[config.mk]
export PLATFORM = sky130hd
export DESIGN_NAME = btn_conditioner
export DESIGN_NICKNAME = d
export VERILOG_FILES = /design/src/rtl/btn_conditioner.sv
export SDC_FILE = /design/constraint.sdc
export NUM_CORES = 1
export LEC_CHECK = 0
export ABC_AREA = 1
export ABC_CLOCK_PERIOD_IN_PS = 1740
export CAP_MARGIN = 15
export CORE_MARGIN = 8
export CORE_UTILIZATION = 58
export DETAILED_ROUTE_END_ITERATION = 8
export GPL_TIMING_DRIVEN = 0
export PLACE_DENSITY_LB_ADDON = 0.12
export SYNTH_ARGS = -nofsm -noshare
export SYNTH_HDL_FRONTEND = slang
export SYNTH_SLANG_ARGS = --single-unit
[constraint.sdc]
create_clock -name clk -period 1.74 [get_ports clk]
set_input_delay 0.348 -clock clk [delete_from_list [all_inputs] [get_ports clk]]
set_output_delay 0.348 -clock clk [all_outputs]
set_load 0.02 [all_outputs]
[src/rtl/btn_conditioner.sv]
// Purpose: synchronize, debounce and edge-detect raw push buttons, with auto-repeat on selected buttons.
// Latency: press pulse and level change appear in the cycle after edge DEBOUNCE_CYCLES+2 of a stable new level.
// Backpressure: none; pulses are fire-and-forget and must be consumed in the cycle they are high.
module btn_conditioner #(
  parameter int               N_BTN           = 7,
  parameter int               DEBOUNCE_CYCLES = 1_000_000,
  parameter int               REPEAT_DELAY    = 40_000_000,
  parameter int               REPEAT_RATE     = 10_000_000,
  parameter logic [N_BTN-1:0] REPEAT_MASK     = 7'b0001111
) (
  input  logic             clk,
  input  logic             reset_n,
  input  logic [N_BTN-1:0] btn_raw,
  output logic [N_BTN-1:0] btn_level,
  output logic [N_BTN-1:0] btn_pulse,
  output logic             any_pulse
);

  localparam int DW   = $clog2(DEBOUNCE_CYCLES);
  localparam int HMAX = (REPEAT_DELAY > REPEAT_RATE) ? REPEAT_DELAY : REPEAT_RATE;
  localparam int HW   = $clog2(HMAX);

  localparam logic [DW-1:0] DEB_LAST  = DW'(DEBOUNCE_CYCLES - 1);
  localparam logic [HW-1:0] DLY_LAST  = HW'(REPEAT_DELAY - 1);
  localparam logic [HW-1:0] RATE_LAST = HW'(REPEAT_RATE - 1);

  typedef enum logic [1:0] {
    ST_IDLE  = 2'd0,
    ST_FIRST = 2'd1,
    ST_RPT   = 2'd2
  } rpt_state_t;

  logic [N_BTN-1:0] r_s1;
  logic [N_BTN-1:0] r_s2;
  logic [N_BTN-1:0] w_level;
  logic [N_BTN-1:0] w_pulse;
  logic [N_BTN-1:0] w_pulse_nxt;
  logic             r_any;

  // Two-flop synchronizer for the asynchronous button levels
  always_ff @(posedge clk or negedge reset_n) begin
    if (!reset_n) begin
      r_s1 <= '0;
      r_s2 <= '0;
    end else begin
      r_s1 <= btn_raw;
      r_s2 <= r_s1;
    end
  end

  for (genvar g = 0; g < N_BTN; g++) begin : g_btn
    logic [DW-1:0] r_dcnt;
    logic          r_lvl;
    logic          r_pls;
    logic          w_accept;
    logic          w_rise;
    logic          w_fall;
    logic          w_rpt;
    rpt_state_t    r_state;
    rpt_state_t    w_state_nxt;
    logic [HW-1:0] r_hcnt;
    logic [HW-1:0] w_hcnt_nxt;

    // A new level is accepted on the edge the counter reaches its last value.
    assign w_accept = (r_s2[g] != r_lvl) && (r_dcnt == DEB_LAST);
    assign w_rise   = w_accept &  r_s2[g];
    assign w_fall   = w_accept & ~r_s2[g];

    // Debounce: count consecutive samples that differ from the accepted level
    always_ff @(posedge clk or negedge reset_n) begin
      if (!reset_n) begin
        r_dcnt <= '0;
        r_lvl  <= 1'b0;
      end else if (r_s2[g] == r_lvl) begin
        r_dcnt <= '0;
      end else if (r_dcnt == DEB_LAST) begin
        r_lvl  <= r_s2[g];
        r_dcnt <= '0;
      end else begin
        r_dcnt <= r_dcnt + DW'(1);
      end
    end

    // Repeat FSM next state; the hold counter starts on the press edge itself
    // so the first repeat lands exactly REPEAT_DELAY cycles after the press pulse.
    always_comb begin
      w_state_nxt = r_state;
      w_hcnt_nxt  = r_hcnt;
      w_rpt       = 1'b0;
      case (r_state)
        ST_IDLE: begin
          if (w_rise && REPEAT_MASK[g]) begin
            w_state_nxt = ST_FIRST;
            w_hcnt_nxt  = '0;
          end
        end
        ST_FIRST: begin
          if (w_fall || !r_lvl) begin
            w_state_nxt = ST_IDLE;
            w_hcnt_nxt  = '0;
          end else if (r_hcnt == DLY_LAST) begin
            w_rpt       = 1'b1;
            w_state_nxt = ST_RPT;
            w_hcnt_nxt  = '0;
          end else begin
            w_hcnt_nxt  = r_hcnt + HW'(1);
          end
        end
        ST_RPT: begin
          if (w_fall || !r_lvl) begin
            w_state_nxt = ST_IDLE;
            w_hcnt_nxt  = '0;
          end else if (r_hcnt == RATE_LAST) begin
            w_rpt       = 1'b1;
            w_hcnt_nxt  = '0;
          end else begin
            w_hcnt_nxt  = r_hcnt + HW'(1);
          end
        end
        default: begin
          w_state_nxt = ST_IDLE;
          w_hcnt_nxt  = '0;
        end
      endcase
    end

    // Repeat FSM state, hold counter and registered pulse
    always_ff @(posedge clk or negedge reset_n) begin
      if (!reset_n) begin
        r_state <= ST_IDLE;
        r_hcnt  <= '0;
        r_pls   <= 1'b0;
      end else begin
        r_state <= w_state_nxt;
        r_hcnt  <= w_hcnt_nxt;
        r_pls   <= w_rise | w_rpt;
      end
    end

    assign w_pulse_nxt[g] = w_rise | w_rpt;
    assign w_level[g]     = r_lvl;
    assign w_pulse[g]     = r_pls;
  end

  // Registered OR of the pulses, aligned with btn_pulse
  always_ff @(posedge clk or negedge reset_n) begin
    if (!reset_n) begin
      r_any <= 1'b0;
    end else begin
      r_any <= |w_pulse_nxt;
    end
  end

  assign btn_level = w_level;
  assign btn_pulse = w_pulse;
  assign any_pulse = r_any;

endmodule

==> key figures <==
Routing
  – Routed WL: 51500 um
  – Vias: 16900
  – DRC: 0
  – Initial DRT Pass Iterations: 7
  – Drt wl/cell: 17.8 um
  – Routed Antenna Nets: 0
  – DR iter-0 viols: 1710
  – Vias per cell: 5.83

GRT
  – Antenna violations before repair: 0
  – GRT Util Overall: 0.255
  – First-pass GRT wire length: 72900 um
  – Largest net degree at the start of global routing: 100
  – Vias in the first global route: 15400
  – Overflow after GRT: 0

CTS
  – Root buf cell: clkbuf_16
  – CTS Sinks: 281
  – Insertion delay to the later sink of the worst-skew pair: 0.52 ns
  – H-tree levels: 2
  – Clock tree buffer depth: 3
  – CTS Buf Count: 34
  – CTS clk-pin slew, worst paths: 0.06 ns
  – CTS tree: yes

Flow run
  – Max_cap viols: 0

Synthesis
  – Synth cell count leaders: nand2_1 (411), nor2_1 (341), dfrtp_1 (281), inv_1 (278), nand3_1 (160)
  – Post-synthesis cell type with the largest combined area: dfrtp_1
  – Synthesized area: 16500 um^2
  – Average size of a mapped cell: 7.56 um^2
  – Most numerous cell in the Yosys netlist: nand2_1
  – Post-synth top flop: dfrtp_1
  – Synth Warn #: 0
  – Number of synthesized flops with an enable pin: 0
  – Yosys cell types: 54
  – Synth top area share: 0.426
  – Synthesized flop and latch total: 281
  – Sequential area share after synthesis: 0.426
  – Synth Net Count: 2216
  – Top cells by area, synth: dfrtp_1 (43%), nand2_1 (9.3%), nor2_1 (7.8%)
  – Async set-reset flop share out of synthesis: 1.00
  – Synth Instances: 2184

Finish
  – Fill cell count: 1628
  – Area Overhead vs Synth: 39.2%
  – Final Util: 0.823
  – Layout cells sized above 1: 0.340
  – N_diodes: 0
  – NumNets Final: 2523

Worst setup path
  – Critical Path RT: 2.14 ns
  – Worst setup SP type: register
  – CP Buf/Inv Count: 1
  – Max stage delay on crit path: 0.35 ns
  – Worst-path cell chain: ha_2 -> nand2_2 -> nor2_4 -> nand4_1 -> nor2_2 -> nand2_2 -> nand2_8 -> inv_8 -> nor2_2 -> xor2_1 -> nor2_2
  – Crit end category: register
  – Top delay family on crit path: simple AND/OR/NAND/NOR gates
  – Slowest CP cell: dfrtp_1
  – Worst Path Max Fanout: 8
  – R2R depth: 11
  – Worst path depth: 11
  – Most used cell, CP: nor2_2
  – Worst EP arrival: 2.49 ns
  – CP Class: reg -> reg

Timing
  – Worst slew pin tran: 0.781 ns
  – RSZ-0062 raised after global routing: yes
  – Skew final: 0.0109 ns
  – Fin. Hold Viols: 0
  – Fmax: 477 MHz
  – Max-slew headroom: 0.480
  – Final WS setup: -0.356 ns
  – # setup viols final: 141
  – Post-layout minimum cycle time: 2.10 ns
  – Fin crit share: 1.20
  – Final slew viol count: 0

Status
  – Status: finished, violations left
  – Failing checks: negative setup slack

Power
  – VDD IR-drop max: 818 uV
  – Cell area power density: 634 nW/um^2
  – Static Leak: 10.2 nW

Floorplanning
  – Ports: 24
  – Die Ht: 185 um
  – FP Rows: 61
  – Die area: 34100 um^2
  – CORE AREA: 27900 um^2
  – Initial Util: 0.591
  – Die Wd: 185 um

Min path
  – Hold/Removal Path Class: in -> reg
  – Worst Hold Path Cells: 1

Place
  – Detailed Place HPWL: 27500 um
  – GP Congestion: 0.924
  – Input/output buffers: 23
  – Dpl ws: -0.552 ns
-- flip-flops by register name, summed over array words and instances, names as in the netlist --
register	count
g_btn.r_dcnt	140
g_btn.r_hcnt	104
g_btn.r_state	8
g_btn.r_lvl	7
g_btn.r_pls	7
r_s1	7
r_s2	7
any_pulse	1
-- timing repair --
item | in CTS | in global routing
hold buffers | 1 | 0
hold endpoints to repair | 97 | 0
setup buffers | 128 | 120
pin swaps | 109 | 153
setup endpoints to repair | 213 | 205
cloned | 7 | 3
resized for setup | 341 | 425
-- routing by layer --
layer | vias to the layer above | global-route usage | part of all wire
li1 | 7762 | - | -
met1 | 8078 | 0.344 | 0.40
met2 | 835 | 0.424 | 0.49
met3 | 195 | 0.0309 | 0.066
met4 | 0 | 0.0839 | 0.040
met5 | - | 0 | 0
-- worst reg2reg max path, delay by kind of cell (launching register included) --
kind | cells | cell delay [ns]
xor gates and xnor gates | 1 | 0.27
and+or+nand+nor | 8 | 1.08
buffers and inverters | 1 | 0.06
adders and majority gates | 1 | 0.21
DFF | 1 | 0.35
-- kinds of logic after synthesis --
group | share of synthesized area
multiplexers | 0.00197
flip-flops | 0.426
AO/OA/AOI/OAI | 0.0759
XOR/XNOR | 0.0594
buffers and inverters | 0.0845
AND/OR/NAND/NOR | 0.335
adder cells (fa/ha/maj) | 0.0174
-- report_power, final --
group | leakage, nW | switching [mW] | internal (mW) | total (mW)
Sequential | 3.82 | 0.0581 | 6.59 | 6.65
Clock | 0.572 | 2.92 | 4.51 | 7.43
Combinational | 5.82 | 0.303 | 0.185 | 0.488
Total | 10.2 | 3.28 | 11.3 | 14.6
-- worst paths after layout --
check	from	to	slack [ns]
setup / recovery	g_btn[0].r_dcnt[0]	g_btn[0].r_hcnt[24]	-0.36
hold / removal	btn_raw[5]	r_s1[5]	0.26
setup reg to reg	g_btn[0].r_dcnt[0]	g_btn[0].r_hcnt[24]	-0.36
hold reg to reg	r_s1[1]	r_s2[1]	0.34
max in group asynchronous	reset_n	g_btn[0].r_dcnt[15]	0.26
min in group asynchronous	reset_n	g_btn[5].r_dcnt[2]	0.43
-- cell usage in the layout (no fill, tap or decap), drive strengths merged --
master         synthesis  routed
clkbuf                13      55
a221oi                 1       1
bufinv                 0       4
dfrtp                281     281
a211oi                 9       9
xnor2                 14      14
o2111ai                9       9
nor3b                 13      13
inv                  290     292
nor3                 112     112
nand3b                11      11
nand2                427     428
clkinvlp               0       3
dlygate4sd3            0       1
and2                   2       2
nand4                 97      97
nor4                  16      16
o21a                   7       7
a311oi                 2       2
and3                   4       4
mux2                   2       2
nand3                161     161
or2                    4       4
xor2                  98      98
mux2i                  1       1
o22ai                  8       8
ha                    23      23
nor2                 361     361
clkdlybuf4s50          0       7
o21ai                 91      91
clkinv                 2       7
clkdlybuf4s15          0       5
buf                   36     286
dlygate4sd2            0       9
a21oi                 82      83
a31oi                  6       6
o21bai                 1       1
-- stage by stage --
| step | std cells | hold slack, ns | total power [mW] | setup TNS [ns] | area, um^2 |
|---|---|---|---|---|---|
| after CTS | 2778 | 0.256 | 14.5 | -12.41 | 20600 |
| final | 2892 | 0.265 | 14.6 | -22.18 | 23000 |
| after global routing | 2892 | 0.273 | 15.0 | -37.16 | 23000 |
| after detailed placement | 2587 | 0.335 | 7.08 | -50.01 | 17300 |
| after floorplan | 2184 | 0.0524 | 6.87 | -0.0181 | 16500 |
| after global placement | 2585 | 0.333 | 7.07 | -3331.94 | 17200 |
-- final cells by class --
class | count | area [um^2] | share of cell area
plain buffers | 43 | 402 | 0.0175
multi-input cells | 1564 | 10300 | 0.446
well taps | 378 | 473 | 0.0206
clock inverters | 13 | 191 | 0.00833
repair inverters | 1 | 7.51 | 0.000327
clock buffers | 46 | 966 | 0.0420
repair buffers | 274 | 2420 | 0.105
inverters | 292 | 1180 | 0.0513
flip-flops and latches | 281 | 7080 | 0.308
Note: power is estimated with default switching activity, not from simulation.
